**src/rtl/acc_readout_mux_if.sv**
```systemverilog
// Bus bundle for acc_readout_mux: channel-side word fetch and consumer-side byte stream.
// Handshake: a byte moves on a cycle where DataReady and ReadEnable are both 1; while
// DataReady=1 and ReadEnable=0 the mux holds DataOut stable. ChRead is a one-cycle
// consume pulse, asserted only in a cycle where the matching ChReady is 1.
interface acc_readout_mux_if #(
  parameter int NUM_CH = 4,
  parameter int DATA_W = 16
);
  logic [NUM_CH*DATA_W-1:0] ChData;
  logic [NUM_CH-1:0]        ChReady;
  logic [NUM_CH-1:0]        ChEnable;
  logic [NUM_CH-1:0]        ChRead;
  logic [7:0]               DataOut;
  logic                     DataReady;
  logic                     ReadEnable;
  logic                     FrameDone;

  modport master (
    input  ChData, ChReady, ChEnable, ReadEnable,
    output ChRead, DataOut, DataReady, FrameDone
  );

  modport slave (
    output ChData, ChReady, ChEnable, ReadEnable,
    input  ChRead, DataOut, DataReady, FrameDone
  );
endinterface

```
**src/rtl/acc_readout_mux.sv**
```systemverilog
// Reads SAMPLES words from each enabled accumulator channel in ascending order and streams
// them MSB byte first. Define ACC_READOUT_HEADER_EN to prefix each frame with 0xA5 and the mask.
module acc_readout_mux #(
  parameter int NUM_CH  = 4,
  parameter int DATA_W  = 16,
  parameter int SAMPLES = 512
) (
  input  logic              Clock,
  input  logic              Reset,
  acc_readout_mux_if.master bus,
  output logic [4:0]        dbg_state
);

  localparam int BYTES = DATA_W / 8;
  localparam int CH_W  = (NUM_CH > 1) ? $clog2(NUM_CH) : 1;
  localparam int BC_W  = (BYTES > 1) ? $clog2(BYTES) : 1;
  localparam int SC_W  = (SAMPLES > 1) ? $clog2(SAMPLES) : 1;

`ifdef ACC_READOUT_HEADER_EN
  typedef enum logic [4:0] {
    IDLE   = 5'b00001,
    LOAD   = 5'b00010,
    SHIFT  = 5'b00100,
    DONE   = 5'b01000,
    HEADER = 5'b10000
  } state_t;
`else
  typedef enum logic [4:0] {
    IDLE  = 5'b00001,
    LOAD  = 5'b00010,
    SHIFT = 5'b00100,
    DONE  = 5'b01000
  } state_t;
`endif

  state_t            state_q, state_d;
  logic [NUM_CH-1:0] mask_q;
  logic [CH_W-1:0]   ch_q;
  logic [DATA_W-1:0] word_q;
  logic [BC_W-1:0]   byte_cnt_q;
  logic [SC_W-1:0]   sample_cnt_q;
`ifdef ACC_READOUT_HEADER_EN
  logic              hdr_sel_q;
`endif

  logic [CH_W-1:0]   next_ch;
  logic              has_next;
  logic              start;
  logic              word_end;
  logic              last_sample;
  logic [NUM_CH-1:0] ch_read;
  logic [7:0]        data_out;
  logic              data_ready;
  logic              frame_done;

  function automatic logic [CH_W-1:0] first_set(input logic [NUM_CH-1:0] m);
    first_set = '0;
    for (int i = NUM_CH - 1; i >= 0; i--) begin
      if (m[i]) first_set = CH_W'(i);
    end
  endfunction

  // Next enabled channel above ch_q; wraps to the lowest one when none is left.
  always_comb begin
    next_ch  = first_set(mask_q);
    has_next = 1'b0;
    for (int i = NUM_CH - 1; i >= 0; i--) begin
      if (mask_q[i] && (i > int'(ch_q))) begin
        next_ch  = CH_W'(i);
        has_next = 1'b1;
      end
    end
  end

  assign start       = (bus.ChEnable != '0) && ((bus.ChReady & bus.ChEnable) == bus.ChEnable);
  assign word_end    = (byte_cnt_q == BC_W'(BYTES - 1));
  assign last_sample = (sample_cnt_q == SC_W'(SAMPLES - 1));

  always_ff @(posedge Clock) begin
    if (Reset) state_q <= IDLE;
    else       state_q <= state_d;
  end

  always_comb begin
    state_d    = state_q;
    ch_read    = '0;
    data_out   = 8'h00;
    data_ready = 1'b0;
    frame_done = 1'b0;
    unique case (state_q)
      IDLE: begin
        if (start) begin
`ifdef ACC_READOUT_HEADER_EN
          state_d = HEADER;
`else
          state_d = LOAD;
`endif
        end
      end
`ifdef ACC_READOUT_HEADER_EN
      HEADER: begin
        data_ready = 1'b1;
        data_out   = hdr_sel_q ? 8'(mask_q) : 8'hA5;
        if (bus.ReadEnable && hdr_sel_q) state_d = LOAD;
      end
`endif
      LOAD: begin
        if (bus.ChReady[ch_q]) begin
          ch_read[ch_q] = 1'b1;
          state_d       = SHIFT;
        end
      end
      SHIFT: begin
        data_ready = 1'b1;
        data_out   = word_q[DATA_W-1 -: 8];
        if (bus.ReadEnable && word_end) begin
          state_d = (!has_next && last_sample) ? DONE : LOAD;
        end
      end
      DONE: begin
        frame_done = 1'b1;
        state_d    = IDLE;
      end
      default: state_d = IDLE;
    endcase
  end

  always_ff @(posedge Clock) begin
    if (Reset) begin
      mask_q       <= '0;
      ch_q         <= '0;
      word_q       <= '0;
      byte_cnt_q   <= '0;
      sample_cnt_q <= '0;
`ifdef ACC_READOUT_HEADER_EN
      hdr_sel_q    <= 1'b0;
`endif
    end else begin
      case (state_q)
        IDLE: begin
          if (start) begin
            mask_q       <= bus.ChEnable;
            ch_q         <= first_set(bus.ChEnable);
            byte_cnt_q   <= '0;
            sample_cnt_q <= '0;
`ifdef ACC_READOUT_HEADER_EN
            hdr_sel_q    <= 1'b0;
`endif
          end
        end
`ifdef ACC_READOUT_HEADER_EN
        HEADER: begin
          if (bus.ReadEnable) hdr_sel_q <= 1'b1;
        end
`endif
        LOAD: begin
          if (bus.ChReady[ch_q]) begin
            word_q     <= bus.ChData[int'(ch_q)*DATA_W +: DATA_W];
            byte_cnt_q <= '0;
          end
        end
        SHIFT: begin
          if (bus.ReadEnable) begin
            word_q <= word_q << 8;
            if (word_end) begin
              byte_cnt_q <= '0;
              ch_q       <= next_ch;
              // A sample completes when the wrap back to the lowest channel happens.
              if (!has_next && !last_sample) sample_cnt_q <= sample_cnt_q + SC_W'(1);
            end else begin
              byte_cnt_q <= byte_cnt_q + BC_W'(1);
            end
          end
        end
        default: ;
      endcase
    end
  end

  assign bus.ChRead    = ch_read;
  assign bus.DataOut   = data_out;
  assign bus.DataReady = data_ready;
  assign bus.FrameDone = frame_done;
  assign dbg_state     = state_q;

endmodule

```
**src/flat_wrapper.sv**
```systemverilog
// flat-port wrapper written by rule: the top's interface ports become plain ports
module acc_readout_mux_flat 
#(
  parameter int NUM_CH  = 4,
  parameter int DATA_W  = 16,
  parameter int SAMPLES = 512
)
  (Clock, Reset, dbg_state, bus_ChData, bus_ChReady, bus_ChEnable, bus_ReadEnable, bus_ChRead, bus_DataOut, bus_DataReady, bus_FrameDone);
  acc_readout_mux_if #(.NUM_CH(NUM_CH), .DATA_W(DATA_W)) bus_i ();
  input  logic Clock;
  input  logic Reset;
  output logic [4:0] dbg_state;
  input wire logic [$bits(bus_i.ChData)-1:0] bus_ChData;
  input wire logic [$bits(bus_i.ChReady)-1:0] bus_ChReady;
  input wire logic [$bits(bus_i.ChEnable)-1:0] bus_ChEnable;
  input wire logic [$bits(bus_i.ReadEnable)-1:0] bus_ReadEnable;
  output wire logic [$bits(bus_i.ChRead)-1:0] bus_ChRead;
  output wire logic [$bits(bus_i.DataOut)-1:0] bus_DataOut;
  output wire logic [$bits(bus_i.DataReady)-1:0] bus_DataReady;
  output wire logic [$bits(bus_i.FrameDone)-1:0] bus_FrameDone;
  assign bus_i.ChData = bus_ChData;
  assign bus_i.ChReady = bus_ChReady;
  assign bus_i.ChEnable = bus_ChEnable;
  assign bus_i.ReadEnable = bus_ReadEnable;
  assign bus_ChRead = bus_i.ChRead;
  assign bus_DataOut = bus_i.DataOut;
  assign bus_DataReady = bus_i.DataReady;
  assign bus_FrameDone = bus_i.FrameDone;
  acc_readout_mux #(.NUM_CH(NUM_CH), .DATA_W(DATA_W), .SAMPLES(SAMPLES)) u_core (.Clock(Clock), .Reset(Reset), .bus(bus_i), .dbg_state(dbg_state));
endmodule
```
**config.mk**
```make
export PLATFORM = sky130hd
export DESIGN_NAME = acc_readout_mux_flat
export DESIGN_NICKNAME = d
export VERILOG_FILES = /design/src/rtl/acc_readout_mux_if.sv /design/src/rtl/acc_readout_mux.sv /design/src/flat_wrapper.sv
export SDC_FILE = /design/constraint.sdc
export NUM_CORES = 1
export LEC_CHECK = 0
export BUFFER_PORTS_ARGS = -buffer_cell sky130_fd_sc_hd__buf_2
export CAP_MARGIN = 0
export CORE_MARGIN = 2
export CORE_UTILIZATION = 25
export DETAILED_ROUTE_END_ITERATION = 16
export GPL_ROUTABILITY_DRIVEN = 0
export MAX_ROUTING_LAYER = met4
export PLACE_DENSITY = 0.47
export SYNTH_ARGS = -nofsm -noshare
export SYNTH_HDL_FRONTEND = slang
export SYNTH_SLANG_ARGS = --single-unit
```
**constraint.sdc**
```tcl
create_clock -name Clock -period 2.45 [get_ports Clock]
set_input_delay 0.49 -clock Clock [delete_from_list [all_inputs] [get_ports Clock]]
set_output_delay 0.49 -clock Clock [all_outputs]
set_load 0.05 [all_outputs]
```
== Word-level counts from Yosys, hierarchy flattened ==
Index checks and enable logic that the tools add are counted.
Widths: inputs -> output; s select.
Word-level totals
  flip-flop bits (word level): 37
  output and inout port bits: 19
Cells by class
  add/sub/neg operators: 2
  magnitude comparators: 5
  equal/unequal tests: 12
  shifts and indexed selects: 1
  muxes and demuxes: 45
  bitwise logic cells: 1
  reduce and logical (&&, ||, !) cells: 20
Operator list (count)
  $shiftx 64x7->16: 1
  $mux 9: 4
  $mux 16: 2
  $pmux 16 s2: 1
  $mux 2: 14
  $pmux 9 s2: 1
  $mux 5: 3
  $pmux 5 s3: 1
  $mux 4: 3
  $mux 1: 11
  $ne 2x1->1 const B: 5
  $add 9x1->9 const B: 1
  $eq 9x9->1 const B: 1
  $logic_and 1x1->1: 8
  $mux 8: 1
  $reduce_and 4->1: 2
  $reduce_and 3->1: 2
  $eq 5x1->1 const B: 1
  $eq 5x2->1 const B: 1
  $eq 5x3->1 const B: 1
  $eq 5x4->1 const B: 1
  $reduce_and 5->1: 1
  $and 4x4->4: 1
  $eq 4x4->1: 1
  other kinds (15): 18

== Logic depth before layout (Yosys ltp) ==
Gate-level depths: netlist of the first run.
  depth after elaboration: 11
  depth in mapped cells: 10

== Least setup slack after synthesis of the first run ==
OpenSTA, ideal clock, no wires.
  path kind: register -> output
  start point: register u_core.state_q[2], in the netlist u_core.dbg_state[2]
  end point: output bus_DataOut[0]
  data arrival time: 2.605 ns
  required time: 1.960 ns
  path slack: -0.645 ns
  cell stages (with the launch flop): 7
  path buffers: 3
  cell sequence: dfxtp_1 -> or4b_1 -> buf_2 -> clkinv_2 -> buf_2 -> clkbuf_1 -> and2_1
On the way
  cells in the longest elaborated chain, start to end: 2
RTL lines
  start: declaration: line acc_readout_mux.sv:36  | state_t state_q, state_d;
  start signal: assignment: line acc_readout_mux.sv:81  | else state_q <= state_d;
  $eq 5x3->1: line acc_readout_mux.sv:90  | unique case (state_q)
  $mux 8: line acc_readout_mux.sv:90
  end: declaration: line flat_wrapper.sv:18  | output wire logic [$bits(bus_i.DataOut)-1:0] bus_DataOut;
Every way passes these cells.

== Worst setup path after layout of the first run ==
  start point: register u_core.ch_q[0]
  end point: output bus_ChRead[3]
On the way
  cells in the longest elaborated chain, start to end: 6
RTL lines
  start: declaration: line acc_readout_mux.sv:38  | logic [CH_W-1:0] ch_q;
  start signal: assignment: line acc_readout_mux.sv:143  | ch_q <= first_set(bus.ChEnable);
  start signal: assignment: line acc_readout_mux.sv:167  | ch_q <= next_ch;
  $lt 2x3->1 (not written as such) / $ge 2x1->1 (equally long branches): line acc_readout_mux.sv:109  | ch_read[ch_q] = 1'b1;
  $logic_and 1x1->1 (not written as such): line acc_readout_mux.sv:109
  $mux 1 (not written as such): line acc_readout_mux.sv:109
  $demux 1 s2
  $mux 4 (*): line acc_readout_mux.sv:108  | if (bus.ChReady[ch_q]) begin
  $mux 4 (*): line acc_readout_mux.sv:90
  end: declaration: line flat_wrapper.sv:17  | output wire logic [$bits(bus_i.ChRead)-1:0] bus_ChRead;
Mark *: on every way between the ends. The rest lies on a longest branch, timed or not. The select of a mux whose other input is x is not followed.

==> results.md, run 1 <==
* Ant. Diodes at 0
* Initial antenna violation count at 0
* Synth warn at 0
* Routed Antenna Nets at 0
* Hold Path Class: input pin to flip-flop
* Synthesized-area fraction occupied by adder cells at 1.08%
* Main flop type after synthesis: dfxtp_1
* Ranking of synthesized cells by area: dfxtp_1 31%, mux4_2 17%, nand2_1 4.9%
* Comb power frac at 20.1%
* Total GRT Usage at 14.8%
* Worst Hold End: u_core.mask_q[2]$_SDFFE_PP0P_
* Post-Synth XOR/XNOR Area at 0%
* EDFF count, synth at 0
* Worst R2R Start: u_core.dbg_state[3]$_SDFFE_PP0P_
* Seq cells post-synth at 36
* Critical Path RT at 1.96 ns
* Period minus WS final at 2.39 ns
* Yosys top cell area share at 31.2%
* Clock root buffer: clkbuf_8
* Final count of hold timing violations at 0
* Initial Util at 25.4%
* Routed WL per cell at 15.5 um
* Clk_lat worst skew at 0.30 ns
* Post-DP HPWL at 5350 um
* Vias per cell at 4.98
* Post-Route WL at 6930 um
* Total chip power at 1.34 mW
* Multiplexer area fraction after synthesis at 20.0%
* Proportion of layout cells with a drive suffix above 1 at 44.5%
* Max-Cap Viols at 0
* Asr flop ratio synth at 0%
* Multi-input logic area at 1470 um^2
* Max Clk Rate at 419 MHz
* 1st-pass router iterations at 4
* Leak pwr at 1.17 nW
* CP Data Arrival Time at 1.90 ns
* Slew Limit Fails at 0
* Least-Margin Pin Slew at 0.754 ns
* R2R Path End: u_core.dbg_state[0]$_SDFFE_PP1P_
* Pint at 0.960 mW
* TritonCTS Buffers at 5
* Total number of vias at 2229
* FF+latch area at 724 um^2
* CTS tree: done
* Hold buffers post-CTS at 0
* Largest net degree at the start of global routing at 39
* Worst Reg-to-Reg Cells at 5
* Gr ovfl total at 0
* RSZ-0062 raised after global routing: no
* Clock skew at 0.00693 ns
* Total die area at 10000 um^2
* Worst reg-to-reg setup slack at 0.35 ns
* Post-Synth Simple-Gate Area at 25.6%
* Leading area contributor after synthesis: dfxtp_1
* H-Tree Depth at 2
* Clock power share at 34.5%
* CP max FO at 12
* Worst Hold Launch: bus_ChEnable[2]
* I/O Buffers at 92
* Reg power frac at 45.4%
* Slew margin rel. at 49.7%
* P_sw at 0.384 mW
* Core area at 9110 um^2
* Clock-pin slew on the worst setup and hold paths at 0.08 ns
* Placement Rows at 35
* Yosys cell types at 52
* Status: finished, final reports clean
* Worst-case vdd ir drop at 192 uV
* Hold path depth at 3
* I/O pins at 94
* Post-Synthesis Cell Area at 2310 um^2
* Vias in the first global route at 2253
* Final Util at 32.5%
* Pwr/cell area at 453 nW/um^2
* Final Net Count at 413
* Die Span Y at 100 um
* FILL cells at 998
* DR DRC count at 0
* Die Width at 100 um
* Syn Area/Cell at 9.21 um^2
* Synth Area in Compound Gates at 15.8%
* Final worst-path cycle share at 97.4%
* CP Capture Type: output port
* Crit Path Category: flip-flop to output port
* Switch share at 28.6%
* Clk buf depth at 2
* Sequential share of the synthesized area at 31.2%
* Final Setup Violations at 0
* Syn nets at 328
* Crit start category: flip-flop
* CTS sink cnt at 36
* Largest family of logic cells by synthesized area: simple AND/OR/NAND/NOR gates
* First DRT Iteration DRCs at 72
* Area growth, synth to finish at 28.2%
* Synth Instances at 251
* First-pass GRT wire length at 11500 um
-- synth_stat cells, types with 3 or more instances --
master,number
nor3_1,8
a22oi_1,4
nand4_1,4
nor2_2,3
mux2i_1,8
nor2_1,23
a31oi_1,3
a21oi_1,15
clkbuf_1,8
a311oi_1,5
inv_1,3
nand3_1,6
a311oi_2,3
o21ai_0,5
dfxtp_1,36
buf_2,7
and2_1,9
nand2b_1,6
nand2_1,30
nor2b_1,4
mux4_2,17
buf_6,3
-- area by class of cell --
class                      instances  area share, %
clock inverter                     2          0.507
inverter                           4          0.675
multi-input combinational        190           49.6
clock buffer                       6           2.79
timing repair buffer              99           17.3
sequential                        36           24.4
tap                              111           4.69
-- cells in the final DEF, fill, tap and decap left out, types with 5 or more instances in the layout --
cell type,count
a21oi_1,15
clkbuf_8,6
nand2b_1,6
mux2i_1,8
dfxtp_1,33
nand3_1,6
nand2_1,30
o21ai_0,5
and2_4,9
nor3_1,8
mux4_2,17
buf_2,92
a311oi_1,5
buf_4,7
nor2_1,23
-- worst max-delay path: stages (launching register included) --
cell and delay [ns]:
dfxtp_2 0.37, mux4_2 0.55, and2_4 0.25, and3_2 0.23
buf_2 0.21
-- layer usage --
| layer | GRT usage (%) | wire [um] |
|---|---|---|
| met1 | 19.5 | 3270 |
| met3 | 2.44 | 221 |
| met5 | - | 0 |
| met2 | 23.5 | 3360 |
| met4 | 4.11 | 74 |
-- registers in the layout, indices dropped and copies added (netlist names) --
name / count
u_core.mask_q: 4
u_core.ch_q: 2
u_core.dbg_state: 4
u_core.sample_cnt_q: 9
u_core.word_q: 16
u_core.byte_cnt_q: 1
-- logic make-up after synthesis --
logic type	count (synthesis)
AO/OA/AOI/OAI	49
adder cells (fa/ha/maj)	2
multiplexers	25
other	1
buffers and inverters	25
flip-flops	36
AND/OR/NAND/NOR	113
-- how the worst max path moves through the flow --
stage | cells past startpoint | slack, ns | endpoint | startpoint
floorplan | 3 | -0.37 | bus_ChRead[0] | u_core.dbg_state[1]$_SDFFE_PP0P_
global placement | 5 | 0.16 | bus_ChRead[3] | bus_ChReady[3]
detailed placement | 5 | 0.16 | bus_ChRead[3] | bus_ChReady[3]
CTS | 4 | 0.008 | bus_DataOut[7] | u_core.dbg_state[3]$_SDFFE_PP0P_
global route | 5 | 0.005 | bus_ChRead[1] | u_core.dbg_state[3]$_SDFFE_PP0P_
finish | 4 | 0.06 | bus_ChRead[3] | u_core.ch_q[0]$_SDFFE_PP0P_
-- through the flow --
stage / instances / TNS (ns) / hold WS (ns) / setup slack, ns / instance area (um^2)
after floorplan: 251 / -1.19 / 0.454 / -0.371 / 2340
after global placement: 440 / 0 / 0.466 / 0.160 / 2860
after detailed placement: 440 / 0 / 0.471 / 0.156 / 2860
after CTS: 448 / 0 / 0.467 / 0.00814 / 2960
after global routing: 448 / 0 / 0.498 / 0.00477 / 2960
final: 448 / 0 / 0.474 / 0.0644 / 2960
-- power by group through the flow --
stage / clock (mW) / sequential [mW] / combinational, mW
6_report: 0.464 / 0.610 / 0.270
5_1_grt: 0.507 / 0.613 / 0.296
4_1_cts: 0.484 / 0.611 / 0.273
3_5_place_dp: 0 / 0.624 / 0.272
3_3_place_gp: 0 / 0.624 / 0.271
2_1_floorplan: 0 / 0.628 / 0.169
-- what timing repair did --
item                                    4_1_cts  5_1_grt
setup buffers                                 0        0
endpoints found under the setup margin        2        8
resized for setup                             1        2
(Power assumes the default switching activity.)
==> run 2, diff against run 1 <==
GPL_ROUTABILITY_DRIVEN = not set   (was 0)
GPL_TIMING_DRIVEN = 0   (was not set)
==> run 2 against run 1 <==
Against the previous run: largest power group unchanged; setup slack better by 0.030 ns; critical path depth up 1; largest cell class unchanged; register-to-register slack worse by 0.15 ns.
==> results.md, run 2 (synthesized netlist as in run 1, its figures left out) <==
* Status: finished, final reports clean (unchanged)
* FILL cells at 983 (was 998)
* End of the critical path: bus_ChRead[1] (was bus_ChRead[3])
* Vias in the first global route at 2293 (was 2253)
* Slew Limit Fails at 0 (unchanged)
* Total die area at 10000 um^2 (unchanged)
* CP Data Arrival Time at 1.87 ns (was 1.90 ns)
* Die Span Y at 100 um (unchanged)
* Least-Margin Pin Slew at 0.583 ns (was 0.754 ns)
* Leak pwr at 1.28 nW (was 1.17 nW)
* Crit Path Category: flip-flop to output port (unchanged)
* RSZ-0062 raised after global routing: no (unchanged)
* Initial Util at 25.4% (unchanged)
* DR DRC count at 0 (unchanged)
* Gr ovfl total at 0 (unchanged)
* R2R Path End: u_core.word_q[13]$_SDFFE_PP0P_ (was u_core.dbg_state[0]$_SDFFE_PP1P_)
* Hold buffers post-CTS at 0 (unchanged)
* Routed Antenna Nets at 0 (unchanged)
* I/O pins at 94 (unchanged)
* Clock skew at 0.00751 ns (was 0.00693 ns)
* CP Capture Type: output port (unchanged)
* First DRT Iteration DRCs at 128 (was 72)
* First-pass GRT wire length at 11800 um (was 11500 um)
* Final Setup Violations at 0 (unchanged)
* Post-Route WL at 7370 um (was 6930 um)
* Clock-pin slew on the worst setup and hold paths at 0.08 ns (about the same)
* 1st-pass router iterations at 5 (was 4)
* I/O Buffers at 92 (unchanged)
* Hold slack at 0.463 ns (was 0.474 ns)
* Period minus WS final at 2.36 ns (was 2.39 ns)
* Crit start category: flip-flop (unchanged)
* Commonest cells after routing, fill and taps aside: 88 x buf_2, 34 x dfxtp_1, 30 x nand2_1, 23 x nor2_1, 17 x mux4_2 (was 92 x buf_2, 33 x dfxtp_1, 30 x nand2_1, 23 x nor2_1, 17 x mux4_2)
* Final Util at 35.0% (was 32.5%)
* Most common cell after layout, fill and taps aside: buf_2 (unchanged)
* Clock root buffer: clkbuf_8 (unchanged)
* Switch share at 27.4% (was 28.6%)
* Max Clk Rate at 424 MHz (was 419 MHz)
* Top reg by flops: u_core.word_q (unchanged)
* Core area at 9110 um^2 (unchanged)
* Worst reg-to-reg setup slack at 0.20 ns (was 0.35 ns)
* Max-Cap Viols at 0 (unchanged)
* Clock power share at 37.5% (was 34.5%)
* Worst Reg-to-Reg Cells at 11 (was 5)
* Hold path depth at 3 (unchanged)
* Clk_lat worst skew at 0.30 ns (about the same)
* Setup slack after layout at 0.0942 ns (was 0.0644 ns)
* TNS Setup at 0 ns (unchanged)
* Ant. Diodes at 0 (unchanged)
* Max reg flops at 16 (unchanged)
* CTS sink cnt at 36 (unchanged)
* Vias per cell at 5.11 (was 4.98)
* Proportion of layout cells with a drive suffix above 1 at 45.9% (was 44.5%)
* CP max FO at 6 (was 12)
* Total GRT Usage at 15.4% (was 14.8%)
* Pint at 1.05 mW (was 0.960 mW)
* Routed WL per cell at 15.8 um (was 15.5 um)
* Pre-CTS setup slack at -0.0402 ns (was 0.156 ns)
* Reg power frac at 42.3% (was 45.4%)
* Final Net Count at 433 (was 413)
* CTS tree: done (unchanged)
* Initial antenna violation count at 0 (unchanged)
* Final worst-path cycle share at 96.2% (was 97.4%)
* FF+latch area at 723 um^2 (was 724 um^2)
* Hold Path Class: input pin to flip-flop (unchanged)
* Pwr/cell area at 452 nW/um^2 (was 453 nW/um^2)
* Total number of vias at 2392 (was 2229)
* Slew margin rel. at 61.1% (was 49.7%)
* P_sw at 0.394 mW (was 0.384 mW)
* Post-DP HPWL at 5810 um (was 5350 um)
* Comb power frac at 20.2% (was 20.1%)
* H-Tree Depth at 2 (unchanged)
* Multi-input logic area at 1480 um^2 (was 1470 um^2)
* Placer Congestion at 0.890
* Total chip power at 1.44 mW (was 1.34 mW)
* TritonCTS Buffers at 5 (unchanged)
* Area growth, synth to finish at 37.8% (was 28.2%)
* Largest net degree at the start of global routing at 14 (was 39)
* Critical Path RT at 1.96 ns (about the same)
* Worst R2R Start: u_core.dbg_state[3]$_SDFFE_PP0P_ (unchanged)
* Clk buf depth at 2 (unchanged)
* Worst-case vdd ir drop at 190 uV (was 192 uV)
* Worst Hold Launch: bus_ChEnable[2] (unchanged)
* Placement Rows at 35 (unchanged)
* Biggest registers after layout: u_core.word_q (16), u_core.sample_cnt_q (9) (unchanged)
* Die Width at 100 um (unchanged)
* Worst setup startpoint: u_core.ch_q[0]$_SDFFE_PP0P_ (unchanged)
* Final count of hold timing violations at 0 (unchanged)
[run 2: changes by cell type in the layout (fill, tap and decap cells not counted), sizes merged]
cell      before  now
buf           99  111
bufinv         0    1
clkbuf         6   13
clkinv         0    2
clkinvlp       2    1
inv            4    3
[run 2: metal layers]
layer / track usage [%] / part of all wire [%]
met5: - / 0
met2: 24.7 / 49
met1: 20.2 / 47
met4: 4.21 / 1.0
met3: 2.30 / 3.7
[run 2: critical path, cell delays in order (launching register included)]
cell and delay, ns:
dfxtp_1 0.33, buf_6 0.12, mux4_2 0.52, and2_4 0.21, and3_2 0.21, buf_4 0.18
[run 2: power by group through the flow]
stage / clock (mW) / combinational, mW / sequential (mW)
2_1_floorplan: 0 / 0.169 / 0.628
3_3_place_gp: 0 / 0.282 / 0.622
3_5_place_dp: 0 / 0.284 / 0.622
4_1_cts: 0.557 / 0.286 / 0.608
5_1_grt: 0.577 / 0.318 / 0.611
6_report: 0.540 / 0.290 / 0.609
[run 2: cell type report]
type,count,area share (%)
repair buffers,100,18.1
clock inverters,3,1.34
multi-input cells,190,46.3
flip-flops and latches,36,22.7
clock buffers,5,2.16
well taps,111,4.36
plain buffers,19,4.36
inverters,4,0.628
[run 2: stage by stage]
| step | cells | cell area (um^2) |
|---|---|---|
| 6_report | 468 | 3190 |
| 3_3_place_gp | 454 | 2940 |
| 5_1_grt | 468 | 3190 |
| 2_1_floorplan | 251 | 2340 |
| 3_5_place_dp | 454 | 2940 |
| 4_1_cts | 461 | 3120 |
[run 2: worst min-delay path by stage]
| stage | slack, ns | end |
|---|---|---|
| 4_1_cts | 0.46 | u_core.mask_q[2]$_SDFFE_PP0P_ |
| 3_3_place_gp | 0.47 | u_core.word_q[8]$_SDFFE_PP0P_ |
| 5_1_grt | 0.49 | u_core.mask_q[2]$_SDFFE_PP0P_ |
| 6_report | 0.46 | u_core.mask_q[2]$_SDFFE_PP0P_ |
| 2_1_floorplan | 0.45 | u_core.word_q[10]$_SDFFE_PP0P_ |
| 3_5_place_dp | 0.47 | u_core.word_q[8]$_SDFFE_PP0P_ |
[run 2: what timing repair did]
action / 4_1_cts / 5_1_grt
resized for setup: 21 / 0
setup buffers: 1 / 7
pin swaps: 0 / 0
setup endpoints to repair: 13 / 10
hold endpoints to repair: 0 / 0
==> run 3, diff against run 2 <==
RECOVER_POWER = 50   (was not set)
==> run 3 against run 2 <==
Against the previous run: clock skew is 0.00064 ns lower; sequential share of layout area is 0.14 points higher; via count is 1.6% lower; combinational power is 1% lower; first-iteration DRC count is 14% lower; total power is 0.23% lower; critical endpoint unchanged.
==> results.md, run 3 (synthesized netlist as in run 1, its figures left out) <==
* Biggest registers after layout: u_core.word_q (16), u_core.sample_cnt_q (9) (unchanged)
* Ant. Diodes at 0 (unchanged)
* Max-Cap Viols at 0 (unchanged)
* Comb power frac at 19.9% (was 20.2%)
* RSZ-0062 raised after global routing: no (unchanged)
* Pint at 1.04 mW (was 1.05 mW)
* Commonest cells after routing, fill and taps aside: 80 x buf_2, 34 x dfxtp_1, 30 x nand2_1, 23 x nor2_1, 17 x mux4_2 (was 88 x buf_2, 34 x dfxtp_1, 30 x nand2_1, 23 x nor2_1, 17 x mux4_2)
* Final worst-path cycle share at 96.0% (was 96.2%)
* I/O pins at 94 (unchanged)
* I/O Buffers at 92 (unchanged)
* Core area at 9110 um^2 (unchanged)
* Total die area at 10000 um^2 (unchanged)
* First-pass GRT wire length at 11800 um (unchanged)
* 1st-pass router iterations at 4 (was 5)
* Post-DP HPWL at 5810 um (unchanged)
* Crit start category: flip-flop (unchanged)
* TNS Setup at 0 ns (unchanged)
* Top reg by flops: u_core.word_q (unchanged)
* Crit Path Category: flip-flop to output port (unchanged)
* Total number of vias at 2354 (was 2392)
* Routed Antenna Nets at 0 (unchanged)
* Max reg flops at 16 (unchanged)
* Vias in the first global route at 2293 (unchanged)
* Final Net Count at 433 (unchanged)
* Die Span Y at 100 um (unchanged)
* Clock root buffer: clkbuf_8 (unchanged)
* P_sw at 0.394 mW (about the same)
* Max Clk Rate at 425 MHz (was 424 MHz)
* FILL cells at 987 (was 983)
* Initial antenna violation count at 0 (unchanged)
* CTS tree: done (unchanged)
* Leak pwr at 1.25 nW (was 1.28 nW)
* Placer Congestion at 0.890 (unchanged)
* Post-Route WL at 7370 um (about the same)
* TritonCTS Buffers at 5 (unchanged)
* Reg power frac at 42.4% (was 42.3%)
* Largest net degree at the start of global routing at 14 (unchanged)
* Die Width at 100 um (unchanged)
* Status: finished, final reports clean (unchanged)
* Clock-pin slew on the worst setup and hold paths at 0.08 ns (about the same)
* CTS sink cnt at 36 (unchanged)
* First DRT Iteration DRCs at 110 (was 128)
* Hold Path Class: input pin to flip-flop (unchanged)
* CP Capture Type: output port (unchanged)
* Final count of hold timing violations at 0 (unchanged)
* Clk buf depth at 2 (unchanged)
* Pwr/cell area at 454 nW/um^2 (was 452 nW/um^2)
* Area growth, synth to finish at 36.9% (was 37.8%)
* Vias per cell at 5.03 (was 5.11)
* Switch share at 27.4% (about the same)
* Hold slack at 0.464 ns (was 0.463 ns)
* Placement Rows at 35 (unchanged)
* Routed WL per cell at 15.7 um (was 15.8 um)
* Slew margin rel. at 51.4% (was 61.1%)
* Worst reg-to-reg setup slack at 0.17 ns (was 0.20 ns)
* Clock power share at 37.7% (was 37.5%)
* CP Data Arrival Time at 1.86 ns (was 1.87 ns)
* Initial Util at 25.4% (unchanged)
* Total GRT Usage at 15.4% (unchanged)
* Proportion of layout cells with a drive suffix above 1 at 43.4% (was 45.9%)
* Least-Margin Pin Slew at 0.729 ns (was 0.583 ns)
* Gr ovfl total at 0 (unchanged)
* Critical Path RT at 1.96 ns (about the same)
* Period minus WS final at 2.35 ns (was 2.36 ns)
* DR DRC count at 0 (unchanged)
* Clock skew at 0.00686 ns (was 0.00751 ns)
* Clk_lat worst skew at 0.30 ns (about the same)
* Hold buffers post-CTS at 0 (unchanged)
* H-Tree Depth at 2 (unchanged)
* Worst-case vdd ir drop at 189 uV (was 190 uV)
* Most common cell after layout, fill and taps aside: buf_2 (unchanged)
* Final Setup Violations at 0 (unchanged)
* CP max FO at 6 (unchanged)
* Slew Limit Fails at 0 (unchanged)
[run 3: cell types whose count changed in the layout (fill, tap and decap cells not counted), sizes merged]
| cell | change |
|---|---|
| buf | -9 |
| clkbuf | +9 |
[run 3: timing repair]
action	in CTS	in global routing
pin swaps	0	0
gates resized for setup	21	0
setup endpoints to repair	13	10
buffers inserted	1	7
[run 3: layer usage]
layer,global-route usage [%],part of all wire (%),routed length [um]
met1,20.2,48,3510
met2,24.7,48,3530
met3,2.30,3.4,249
met4,4.21,1.0,76
met5,-,0,0
[run 3: power by group through the flow]
stage                     logic (mW)  registers [mW]  clock network (mW)
final                          0.286           0.608               0.541
after global routing           0.314           0.610               0.577
after CTS                      0.286           0.608               0.557
after detailed placement       0.284           0.622                   0
after global placement         0.282           0.622                   0
after floorplan                0.169           0.628                   0
[run 3: worst paths after layout]
path                                                       start                             end  depth (start not counted)
worst max register to register  u_core.dbg_state[3]$_SDFFE_PP0P_  u_core.word_q[13]$_SDFFE_PP0P_                         11
worst min-delay path                             bus_ChEnable[2]   u_core.mask_q[2]$_SDFFE_PP0P_                          3
worst min register to register     u_core.word_q[0]$_SDFFE_PP0P_   u_core.word_q[8]$_SDFFE_PP0P_                          2
worst max-delay path                 u_core.ch_q[0]$_SDFFE_PP0P_                   bus_ChRead[1]                          5
[run 3: cell type report]
class | count | area [um^2] | share of cell area (%)
multi-input combinational | 190 | 1470 | 46.4
sequential | 36 | 723 | 22.8
timing repair buffer | 100 | 567 | 17.9
tap | 111 | 139 | 4.39
buffer | 19 | 138 | 4.35
clock buffer | 5 | 68.8 | 2.17
clock inverter | 3 | 42.5 | 1.34
inverter | 4 | 20.0 | 0.632
[run 3: metrics by stage]
stage	power [mW]	cell area, um^2	worst slack [ns]	cells	utilization, %
floorplan	0.797	2340	-0.371	251	-
detailed placement	0.906	2940	-0.0402	454	32.3
global placement	0.903	2940	-0.0222	454	32.3
CTS	1.45	3120	0.00664	461	34.3
global route	1.50	3170	0.00595	468	34.8
finish	1.44	3170	0.0991	468	34.8
[run 3: critical path: stages (launching register included)]
cell     delay [ns]
dfxtp_1        0.33
buf_6          0.11
mux4_2         0.52
and2_4         0.21
and3_2         0.21
buf_4          0.18
